## config.mk

```make
export PLATFORM = sky130hd
export DESIGN_NAME = uart_tx_arbiter_flat
export DESIGN_NICKNAME = d
export VERILOG_FILES = /design/src/rtl/uart_pkg.sv /design/src/rtl/uart_tx_arbiter_if.sv /design/src/rtl/uart_tx_arbiter_rr_pick.sv /design/src/rtl/uart_tx_arbiter.sv /design/src/flat_wrapper.sv
export SDC_FILE = /design/constraint.sdc
export NUM_CORES = 1
export LEC_CHECK = 0
export ABC_AREA = 1
export BUFFER_PORTS_ARGS = -buffer_cell sky130_fd_sc_hd__buf_4
export CAP_MARGIN = 10
export CORE_UTILIZATION = 30
export DETAILED_ROUTE_END_ITERATION = 12
export PLACE_DENSITY = 0.55
export SLEW_MARGIN = 20
export SYNTH_ARGS = -nofsm -noshare
export SYNTH_HDL_FRONTEND = slang
export SYNTH_SLANG_ARGS = --single-unit
```

## constraint.sdc

```tcl
create_clock -name clk_50m -period 3.2 [get_ports clk_50m]
set_clock_uncertainty 0.1 [all_clocks]
set_input_delay 0.16 -clock clk_50m [delete_from_list [all_inputs] [get_ports clk_50m]]
set_output_delay 0.16 -clock clk_50m [all_outputs]
set_load 0.005 [all_outputs]
```

## src/rtl/uart_pkg.sv

```systemverilog
// rtl/uart_pkg.sv - shared types and constants for the UART transmit path
package uart_pkg;

    localparam int DATA_W = 8;

    typedef enum logic [1:0] {
        ST_IDLE      = 2'd0,
        ST_ISSUE     = 2'd1,
        ST_WAIT_BUSY = 2'd2,
        ST_WAIT_DONE = 2'd3
    } arb_state_t;

endpackage

```

## src/rtl/uart_tx_arbiter_if.sv

```systemverilog
// rtl/uart_tx_arbiter_if.sv - requester and transmitter signals of the UART tx arbiter
interface uart_tx_arbiter_if #(
    parameter int NUM_REQ = 4,
    parameter int IDX_W   = 2
);
    import uart_pkg::*;

    logic [NUM_REQ-1:0]        req_valid;
    logic [DATA_W*NUM_REQ-1:0] req_data;
    logic [NUM_REQ-1:0]        req_last;
    logic [NUM_REQ-1:0]        req_ready;
    logic [DATA_W-1:0]         tx_din;
    logic                      tx_wr_en;
    logic                      tx_busy;
    logic [IDX_W-1:0]          grant_id;
    logic                      locked;

    modport master (
        input  req_valid, req_data, req_last, tx_busy,
        output req_ready, tx_din, tx_wr_en, grant_id, locked
    );

    modport slave (
        output req_valid, req_data, req_last, tx_busy,
        input  req_ready, tx_din, tx_wr_en, grant_id, locked
    );

endinterface

```

## src/rtl/uart_tx_arbiter_rr_pick.sv

```systemverilog
// rtl/uart_tx_arbiter_rr_pick.sv - rotate-priority selector starting after the pointer
module rr_pick #(
    parameter int NUM_REQ = 4,
    parameter int IDX_W   = 2
) (
    input  logic [NUM_REQ-1:0] req,
    input  logic [IDX_W-1:0]   ptr,
    input  logic [NUM_REQ-1:0] mask,
    output logic [NUM_REQ-1:0] sel_onehot,
    output logic [IDX_W-1:0]   sel_idx,
    output logic               sel_valid
);

    logic [NUM_REQ-1:0] eligible;
    logic [IDX_W-1:0]   idx;

    assign eligible = req & mask;

    // Walk ptr+1, ptr+2, ... wrapping; the pointer itself is visited last.
    always_comb begin
        sel_onehot = '0;
        sel_idx    = '0;
        sel_valid  = 1'b0;
        idx        = '0;
        for (int k = 1; k <= NUM_REQ; k++) begin
            idx = IDX_W'((int'(ptr) + k) % NUM_REQ);
            if (!sel_valid && eligible[idx]) begin
                sel_valid       = 1'b1;
                sel_idx         = idx;
                sel_onehot[idx] = 1'b1;
            end
        end
    end

endmodule

```

## src/rtl/uart_tx_arbiter.sv

```systemverilog
// rtl/uart_tx_arbiter.sv - round-robin arbiter sharing one UART byte transmitter
module uart_tx_arbiter
    import uart_pkg::*;
#(
    parameter int NUM_REQ   = 4,
    parameter int IDX_W     = 2,
    parameter int LOCK_EN   = 1,
    parameter int MAX_BURST = 16
) (
    input  logic             clk_50m,
    input  logic             rst_n,
    uart_tx_arbiter_if.master bus
);

    arb_state_t         state;
    arb_state_t         state_nxt;
    logic [IDX_W-1:0]   ptr;
    logic [IDX_W-1:0]   gid_r;
    logic               locked_r;
    logic [7:0]         burst_cnt;
    logic [7:0]         burst_inc;
    logic [DATA_W-1:0]  din_r;
    logic [NUM_REQ-1:0] mask;
    logic [NUM_REQ-1:0] sel_oh;
    logic [IDX_W-1:0]   sel_idx;
    logic               sel_valid;
    logic               accept;
    logic               release_lock;

    // A locked grant narrows eligibility to the current owner only.
    always_comb begin
        mask = '1;
        if (locked_r) begin
            mask        = '0;
            mask[gid_r] = 1'b1;
        end
    end

    rr_pick #(
        .NUM_REQ (NUM_REQ),
        .IDX_W   (IDX_W)
    ) u_pick (
        .req        (bus.req_valid),
        .ptr        (ptr),
        .mask       (mask),
        .sel_onehot (sel_oh),
        .sel_idx    (sel_idx),
        .sel_valid  (sel_valid)
    );

    assign burst_inc    = burst_cnt + 8'd1;
    assign release_lock = bus.req_last[sel_idx] || (burst_inc >= 8'(MAX_BURST));

    assign bus.tx_din   = din_r;
    assign bus.grant_id = gid_r;
    assign bus.locked   = locked_r;

    // Next state and handshake outputs; accept only from IDLE with an idle transmitter.
    always_comb begin
        state_nxt     = state;
        accept        = 1'b0;
        bus.req_ready = '0;
        bus.tx_wr_en  = 1'b0;
        case (state)
            ST_IDLE: begin
                if (sel_valid && !bus.tx_busy) begin
                    accept        = 1'b1;
                    bus.req_ready = sel_oh;
                    state_nxt     = ST_ISSUE;
                end
            end
            ST_ISSUE: begin
                bus.tx_wr_en = 1'b1;
                state_nxt    = ST_WAIT_BUSY;
            end
            // tx_busy lags wr_en by one cycle; a low value here is stale.
            ST_WAIT_BUSY: begin
                if (bus.tx_busy) begin
                    state_nxt = ST_WAIT_DONE;
                end
            end
            ST_WAIT_DONE: begin
                if (!bus.tx_busy) begin
                    state_nxt = ST_IDLE;
                end
            end
            default: state_nxt = ST_IDLE;
        endcase
    end

    // State register plus byte, grant, pointer and lock bookkeeping on accept.
    always_ff @(posedge clk_50m) begin
        if (!rst_n) begin
            state     <= ST_IDLE;
            ptr       <= IDX_W'(NUM_REQ - 1);
            gid_r     <= '0;
            locked_r  <= 1'b0;
            burst_cnt <= 8'd0;
            din_r     <= '0;
        end else begin
            state <= state_nxt;
            if (accept) begin
                din_r <= bus.req_data[int'(sel_idx)*DATA_W +: DATA_W];
                gid_r <= sel_idx;
                ptr   <= sel_idx;
                if (LOCK_EN != 0) begin
                    if (release_lock) begin
                        locked_r  <= 1'b0;
                        burst_cnt <= 8'd0;
                    end else begin
                        locked_r  <= 1'b1;
                        burst_cnt <= burst_inc;
                    end
                end
            end
        end
    end

endmodule

```

## src/flat_wrapper.sv

```systemverilog
// flat-port wrapper written by rule: the top's interface ports become plain ports
module uart_tx_arbiter_flat import uart_pkg::*;
#(
    parameter int NUM_REQ   = 4,
    parameter int IDX_W     = 2,
    parameter int LOCK_EN   = 1,
    parameter int MAX_BURST = 16
)
  (clk_50m, rst_n, bus_req_valid, bus_req_data, bus_req_last, bus_tx_busy, bus_req_ready, bus_tx_din, bus_tx_wr_en, bus_grant_id, bus_locked);
  uart_tx_arbiter_if #(.NUM_REQ(NUM_REQ), .IDX_W(IDX_W)) bus_i ();
  input  logic clk_50m;
  input  logic rst_n;
  input wire logic [$bits(bus_i.req_valid)-1:0] bus_req_valid;
  input wire logic [$bits(bus_i.req_data)-1:0] bus_req_data;
  input wire logic [$bits(bus_i.req_last)-1:0] bus_req_last;
  input wire logic [$bits(bus_i.tx_busy)-1:0] bus_tx_busy;
  output wire logic [$bits(bus_i.req_ready)-1:0] bus_req_ready;
  output wire logic [$bits(bus_i.tx_din)-1:0] bus_tx_din;
  output wire logic [$bits(bus_i.tx_wr_en)-1:0] bus_tx_wr_en;
  output wire logic [$bits(bus_i.grant_id)-1:0] bus_grant_id;
  output wire logic [$bits(bus_i.locked)-1:0] bus_locked;
  assign bus_i.req_valid = bus_req_valid;
  assign bus_i.req_data = bus_req_data;
  assign bus_i.req_last = bus_req_last;
  assign bus_i.tx_busy = bus_tx_busy;
  assign bus_req_ready = bus_i.req_ready;
  assign bus_tx_din = bus_i.tx_din;
  assign bus_tx_wr_en = bus_i.tx_wr_en;
  assign bus_grant_id = bus_i.grant_id;
  assign bus_locked = bus_i.locked;
  uart_tx_arbiter #(.NUM_REQ(NUM_REQ), .IDX_W(IDX_W), .LOCK_EN(LOCK_EN), .MAX_BURST(MAX_BURST)) u_core (.clk_50m(clk_50m), .rst_n(rst_n), .bus(bus_i));
endmodule
```

# [Word-level counts from Yosys, hierarchy flattened]
# Index checks and enable logic that the tools add are counted.
[totals] word_cells=94 inputBits=43 out_inout_bits=16 register_bits=23
[classes] magnitude_cmp=12 muxes=44 shifts=1 bitwise=4 n_reduce_logical=16 n_eq_ne=6 addsub=5
[ops] cell="variable part select 32 x 6 -> 8 bit" count=1
[ops] cell="2-to-1 mux 4 bit" count=7
[ops] cell="< comparator 2 x 3 -> 1 bit (second input constant)" count=6
[ops] cell="2-to-1 mux 1 bit" count=18
[ops] cell="2-to-1 mux 2 bit" count=7
[ops] cell="OR 4 bit" count=3
[ops] cell="binary-select mux 1 bit (select 2 bit)" count=5
[ops] cell="demux 1 bit (select 2 bit)" count=5
[ops] cell=">= comparator 2 x 1 -> 1 bit (second input constant)" count=5
[ops] cell="logical AND 1 bit" count=9
[ops] cell="adder 8 x 1 -> 8 bit (second input constant)" count=1
[ops] cell=">= comparator 8 x 5 -> 1 bit (second input constant)" count=1
[ops] cell="2-to-1 mux 8 bit" count=1
[ops] cell="case mux 2 bit (4 select lines)" count=1
[ops] cell="adder 2 x 1 -> 2 bit (second input constant)" count=2
[ops] cell="adder 2 bit (second input constant)" count=2
[ops] cell="AND 4 bit" count=1
[ops] cell="equality test 2 bit (second input constant)" count=2
[ops] cell="logical NOT 1 bit" count=4
[ops] cell="inequality test 2 bit (second input constant)" count=2
[ops] cell="AND reduction 3 bit" count=1
[ops] cell="equality test 2 x 1 -> 1 bit (second input constant)" count=1
[ops] cell="logical NOT 2 bit" count=1
[ops] cell="inequality test 2 x 1 -> 1 bit (second input constant)" count=1
[ops] cell="logical OR 1 bit" count=1

# [Depth between registers and ports, before layout]
[logic_depth] depth_word=22 mapped_depth=18 depth_no_buf=17

# [Hierarchy]
# Synthesis repeated with hierarchy kept, for this count alone.
[hier_totals] hier_cells=297 area_unflattened_um2=1920.6
[by_module_without_submodules] mod="uart_tx_arbiter" cells_per_inst=202 area_per_inst_um2=1368.8 instances=1
[by_module_without_submodules] mod="rr_pick" cells_per_inst=95 area_per_inst_um2=551.8 instances=1

# [Worst setup path before layout]
# No wires, ideal clock.
[synth_path] path_type="flip-flop to flip-flop" start="register u_core.ptr[0]" end="register u_core.din_r[1] (netlist: u_core.bus.tx_din[1])" arrival_ns=2.223 path_stages_with_launch=16 required_ns=2.991 setup_slack_ns=0.768 path_buffers=1 path_cell_list="dfxtp_1 inv_2 ha_1 inv_1 nand3_1 nand2_4 nand4_1 inv_2 nand2_1 nand2_4 buf_4 nor2_1 o21ai_0 nand3_1 nand2_1 inv_1"
[synth_between] elab_chain_len=16 word_cells_on_any_way=30 cone_classes="4 x add/sub; 1 x shift; 18 x mux; 7 x reduce/logical"
[synth_lines] element="start: declaration" line_no="uart_tx_arbiter.sv:17" text="logic [IDX_W-1:0] ptr;"
[synth_lines] element="start signal: assignment" line_no="uart_tx_arbiter.sv:95" text="ptr <= IDX_W'(NUM_REQ - 1);"
[synth_lines] element="start signal: assignment" line_no="uart_tx_arbiter.sv:105" text="ptr <= sel_idx;"
[synth_lines] element="branches (longest 16 deep; another with adder 2 x 1 -> 2 bit)"
[synth_lines] element="end signal: assignment" line_no="uart_tx_arbiter.sv:103" text="din_r <= bus.req_data[int'(sel_idx)*DATA_W +: DATA_W];"
[synth_lines] element="end: declaration" line_no="uart_tx_arbiter.sv:22" text="logic [DATA_W-1:0] din_r;"
# Parallel ways; which one is timed is not known. The select of a mux whose other input is x is not followed.
# A chain may end at the register's enable or synchronous reset.

# [Worst setup path in the final report]
[layout_path] start="register u_core.ptr[1]" end="register u_core.din_r[4] (netlist: u_core.bus.tx_din[4])"
# The elaborated chain is that of the path after synthesis.

==> impl_metrics.tcl <==
set metrics [dict create \
    grt_max_degree 21 \
    grt_pass1_wl_mm 8.266 \
    critical-path-top-delay-family "simple AND/OR/NAND/NOR gates" \
    async_flop_share_pct 0 \
    period_minus_slack_ns 2.735 \
    hold_path_class "in -> reg" \
    max_freq_mhz 365.6 \
    drt_iter0_markers 97 \
    dp_cells 394 \
    syn_area_per_cell_um2 7.140 \
    avgRoutedWirePerCell_um 12.45 \
    worst_pin_slew_ns 0.6186 \
    cts_setup_buffers 0 \
    fin_setup_tns_ns 0 \
    ant_nets 0 \
    cts_made_buffers 3 \
    first_pass_iters 4 \
    crit_cells 13 \
    min_path_cells 2 \
    reg2regPathDepth 13 \
    antenna_found_initial 0 \
    die_h_um 81.57 \
    initial_core_util_pct 31.52 \
    die-area_mm2 0.006654 \
    rows 28 \
    numPortBuffers 58 \
    hold_viol 0 \
    io_pins 59 \
    drv_slew 0 \
    cts.hold.buffers_added 0 \
    cp.buffers_inverters 4 \
    core_mm2 0.006026 \
    syn_inst 266 \
    synth-edff-count 0 \
    viasPerCell 4.754 \
    fin_cells 398 \
    clock_latency_ns 0.27 \
    layout-drive-gt1-share_pct 33.75 \
    drc 0 \
    irDropWorstVdd_mv 0.6200 \
    synth_seq_cells 23 \
    cp.arrival_ns 2.81 \
    critPathKind "reg -> reg" \
    cts_root_buf "clkbuf_8" \
    ys_types 33 \
    final_common_cell "buf_4" \
    synthesis.area_mm2 0.001899 \
    ff2ff_setup_slack_ns 0.46 \
    reg2reg_from "u_core.ptr[1]" \
    path_clk_slew_ns 0.09 \
    syn_to_final_growth_pct 28.72 \
    via_count 1892 \
    slew_headroom_pct 58.72 \
    p_per_area_mw_per_mm2 1139 \
    grt_usage_pct 16.08 \
    status "complete, no violations" \
    cts_tree "built" \
    rsz0062_at_grt "false" \
    gr-total-overflow 0 \
    critical_path.endpoint_type "flop" \
    nets 380 \
    synth_warnings 0 \
    cpMaxStageDelayCell "dfxtp_1" \
    post-route-util_pct 40.57 \
    endpoint "u_core.bus.tx_din[4]" \
    worstReg2RegEnd "u_core.bus.tx_din[4]" \
    worstHoldStart "rst_n" \
    crit_path_start_kind "flop" \
    period_share_pct 85.48 \
    critical_path.startpoint "u_core.ptr[1]" \
    die-width_um 81.57 \
    clock-sinks 23 \
    syn-num-nets 322 \
    slowest_delay_ns 0.49 \
    crit_chain "inv_1 > ha_1 > inv_1 > nand2_1 > nand2_2 > nor2_4 > nand3_4 > nand3_4 > inv_2 > o21ai_0 > nand3_1 > nand2_1 > inv_1" \
    post_cts_resized 0 \
    ys_seq_area_share_pct 24.24 \
    grt_pass1_vias 1718 \
    h-tree-depth 1 \
    power_leakage_nw 1.203 \
    clockBufferDepth 2 \
    finalWirelength_mm 4.957 \
    gp_congestion 0.8615 \
    final_cell_mix "61 x buf_4, 46 x nand2_1, 33 x nand3_1" \
    path_max_fanout 19 \
    setup_viol 0 \
    path_common_cell "inv_1" \
    synth_flop_cell "dfxtp_1" \
    critPathRequiredTime_ns 3.27 \
    num_antenna_cells 0 \
    drv_cap 0 \
    post-dp-hpwl_mm 3.955 \
]
## cells by family after synthesis
family | Yosys count | share of synthesized area (%)
AOI/OAI and AO/OA | 51 | 18.97
xor gates and xnor gates | 2 | 0.9224
adders and majority gates | 13 | 8.564
buffers and inverters | 40 | 9.090
DFF | 23 | 24.24
and+or+nand+nor | 137 | 38.21
## layer usage
metal  track usage, %  vias up  wire length [µm]
li1                 -     1000                 -
met1            21.32      828              2299
met2            25.67       62              2268
met3            4.222        2               364
met4            4.211        0                24
met5                0        -                 0
## worst min-delay path by stage
stage | end
after detailed placement | u_core.burst_cnt[4]
final | u_core.ptr[0]
after global placement | u_core.burst_cnt[5]
after floorplan | u_core.bus.tx_din[7]
after global routing | u_core.bus.tx_din[1]
after CTS | u_core.ptr[0]
## through the flow
| stage | hold WS [ns] | power [mW] | setup slack (ns) | cell area, µm² |
|---|---|---|---|---|
| after global placement | 0.3604 | 2.611 | 0.5943 | 2399 |
| after floorplan | 0.2795 | 2.181 | 0.7685 | 1899 |
| final | 0.1209 | 2.786 | 0.4646 | 2445 |
| after global routing | 0.1369 | 3.069 | 0.2231 | 2445 |
| after CTS | 0.1153 | 2.803 | 0.4822 | 2445 |
| after detailed placement | 0.3659 | 2.613 | 0.4871 | 2399 |
## flip-flops by register name, summed over array words and instances, names as in the netlist
name	cells
u_core.burst_cnt	8
u_core.ptr	2
u_core.bus.grant_id	2
u_core.bus.tx_din	8
u_core.bus.locked	1
u_core.state	2
## cell type report
| cell class | count | area [µm²] |
|---|---|---|
| clock buffers | 3 | 41.29 |
| clock inverters | 1 | 5.005 |
| fillers | 632 | 3581 |
| inverters | 32 | 120.1 |
| multi-input cells | 203 | 1266 |
| flip-flops and latches | 23 | 460.4 |
| well taps | 75 | 93.84 |
| repair buffers | 61 | 457.9 |
## synthesized netlist by cell type, types with 2 or more instances
library cell | number | area, µm²
a21oi_1 | 14 | 70.07
buf_2 | 3 | 15.01
buf_6 | 2 | 22.52
dfxtp_1 | 23 | 460.4
ha_1 | 13 | 162.7
inv_1 | 28 | 105.1
inv_2 | 4 | 15.01
nand2_1 | 46 | 172.7
nand2_2 | 8 | 50.05
nand2_4 | 4 | 45.04
nand3_1 | 33 | 165.2
nand3_2 | 8 | 80.08
nand3_4 | 2 | 35.03
nand4_1 | 4 | 25.02
nor2_1 | 21 | 78.83
o211ai_1 | 4 | 30.03
o211ai_2 | 8 | 100.1
o21a_1 | 8 | 60.06
o21ai_0 | 11 | 55.05
o21ai_1 | 2 | 10.01
or2_2 | 8 | 50.05
## power by group
group / total (mW) / internal [mW] / switching, mW
logic: 2.14 / 0.814 / 1.33
registers: 0.462 / 0.381 / 0.0809
clock network: 0.182 / 0.0869 / 0.0954
total: 2.79 / 1.28 / 1.50
No activity file was read; power rests on OpenSTA's default activity.
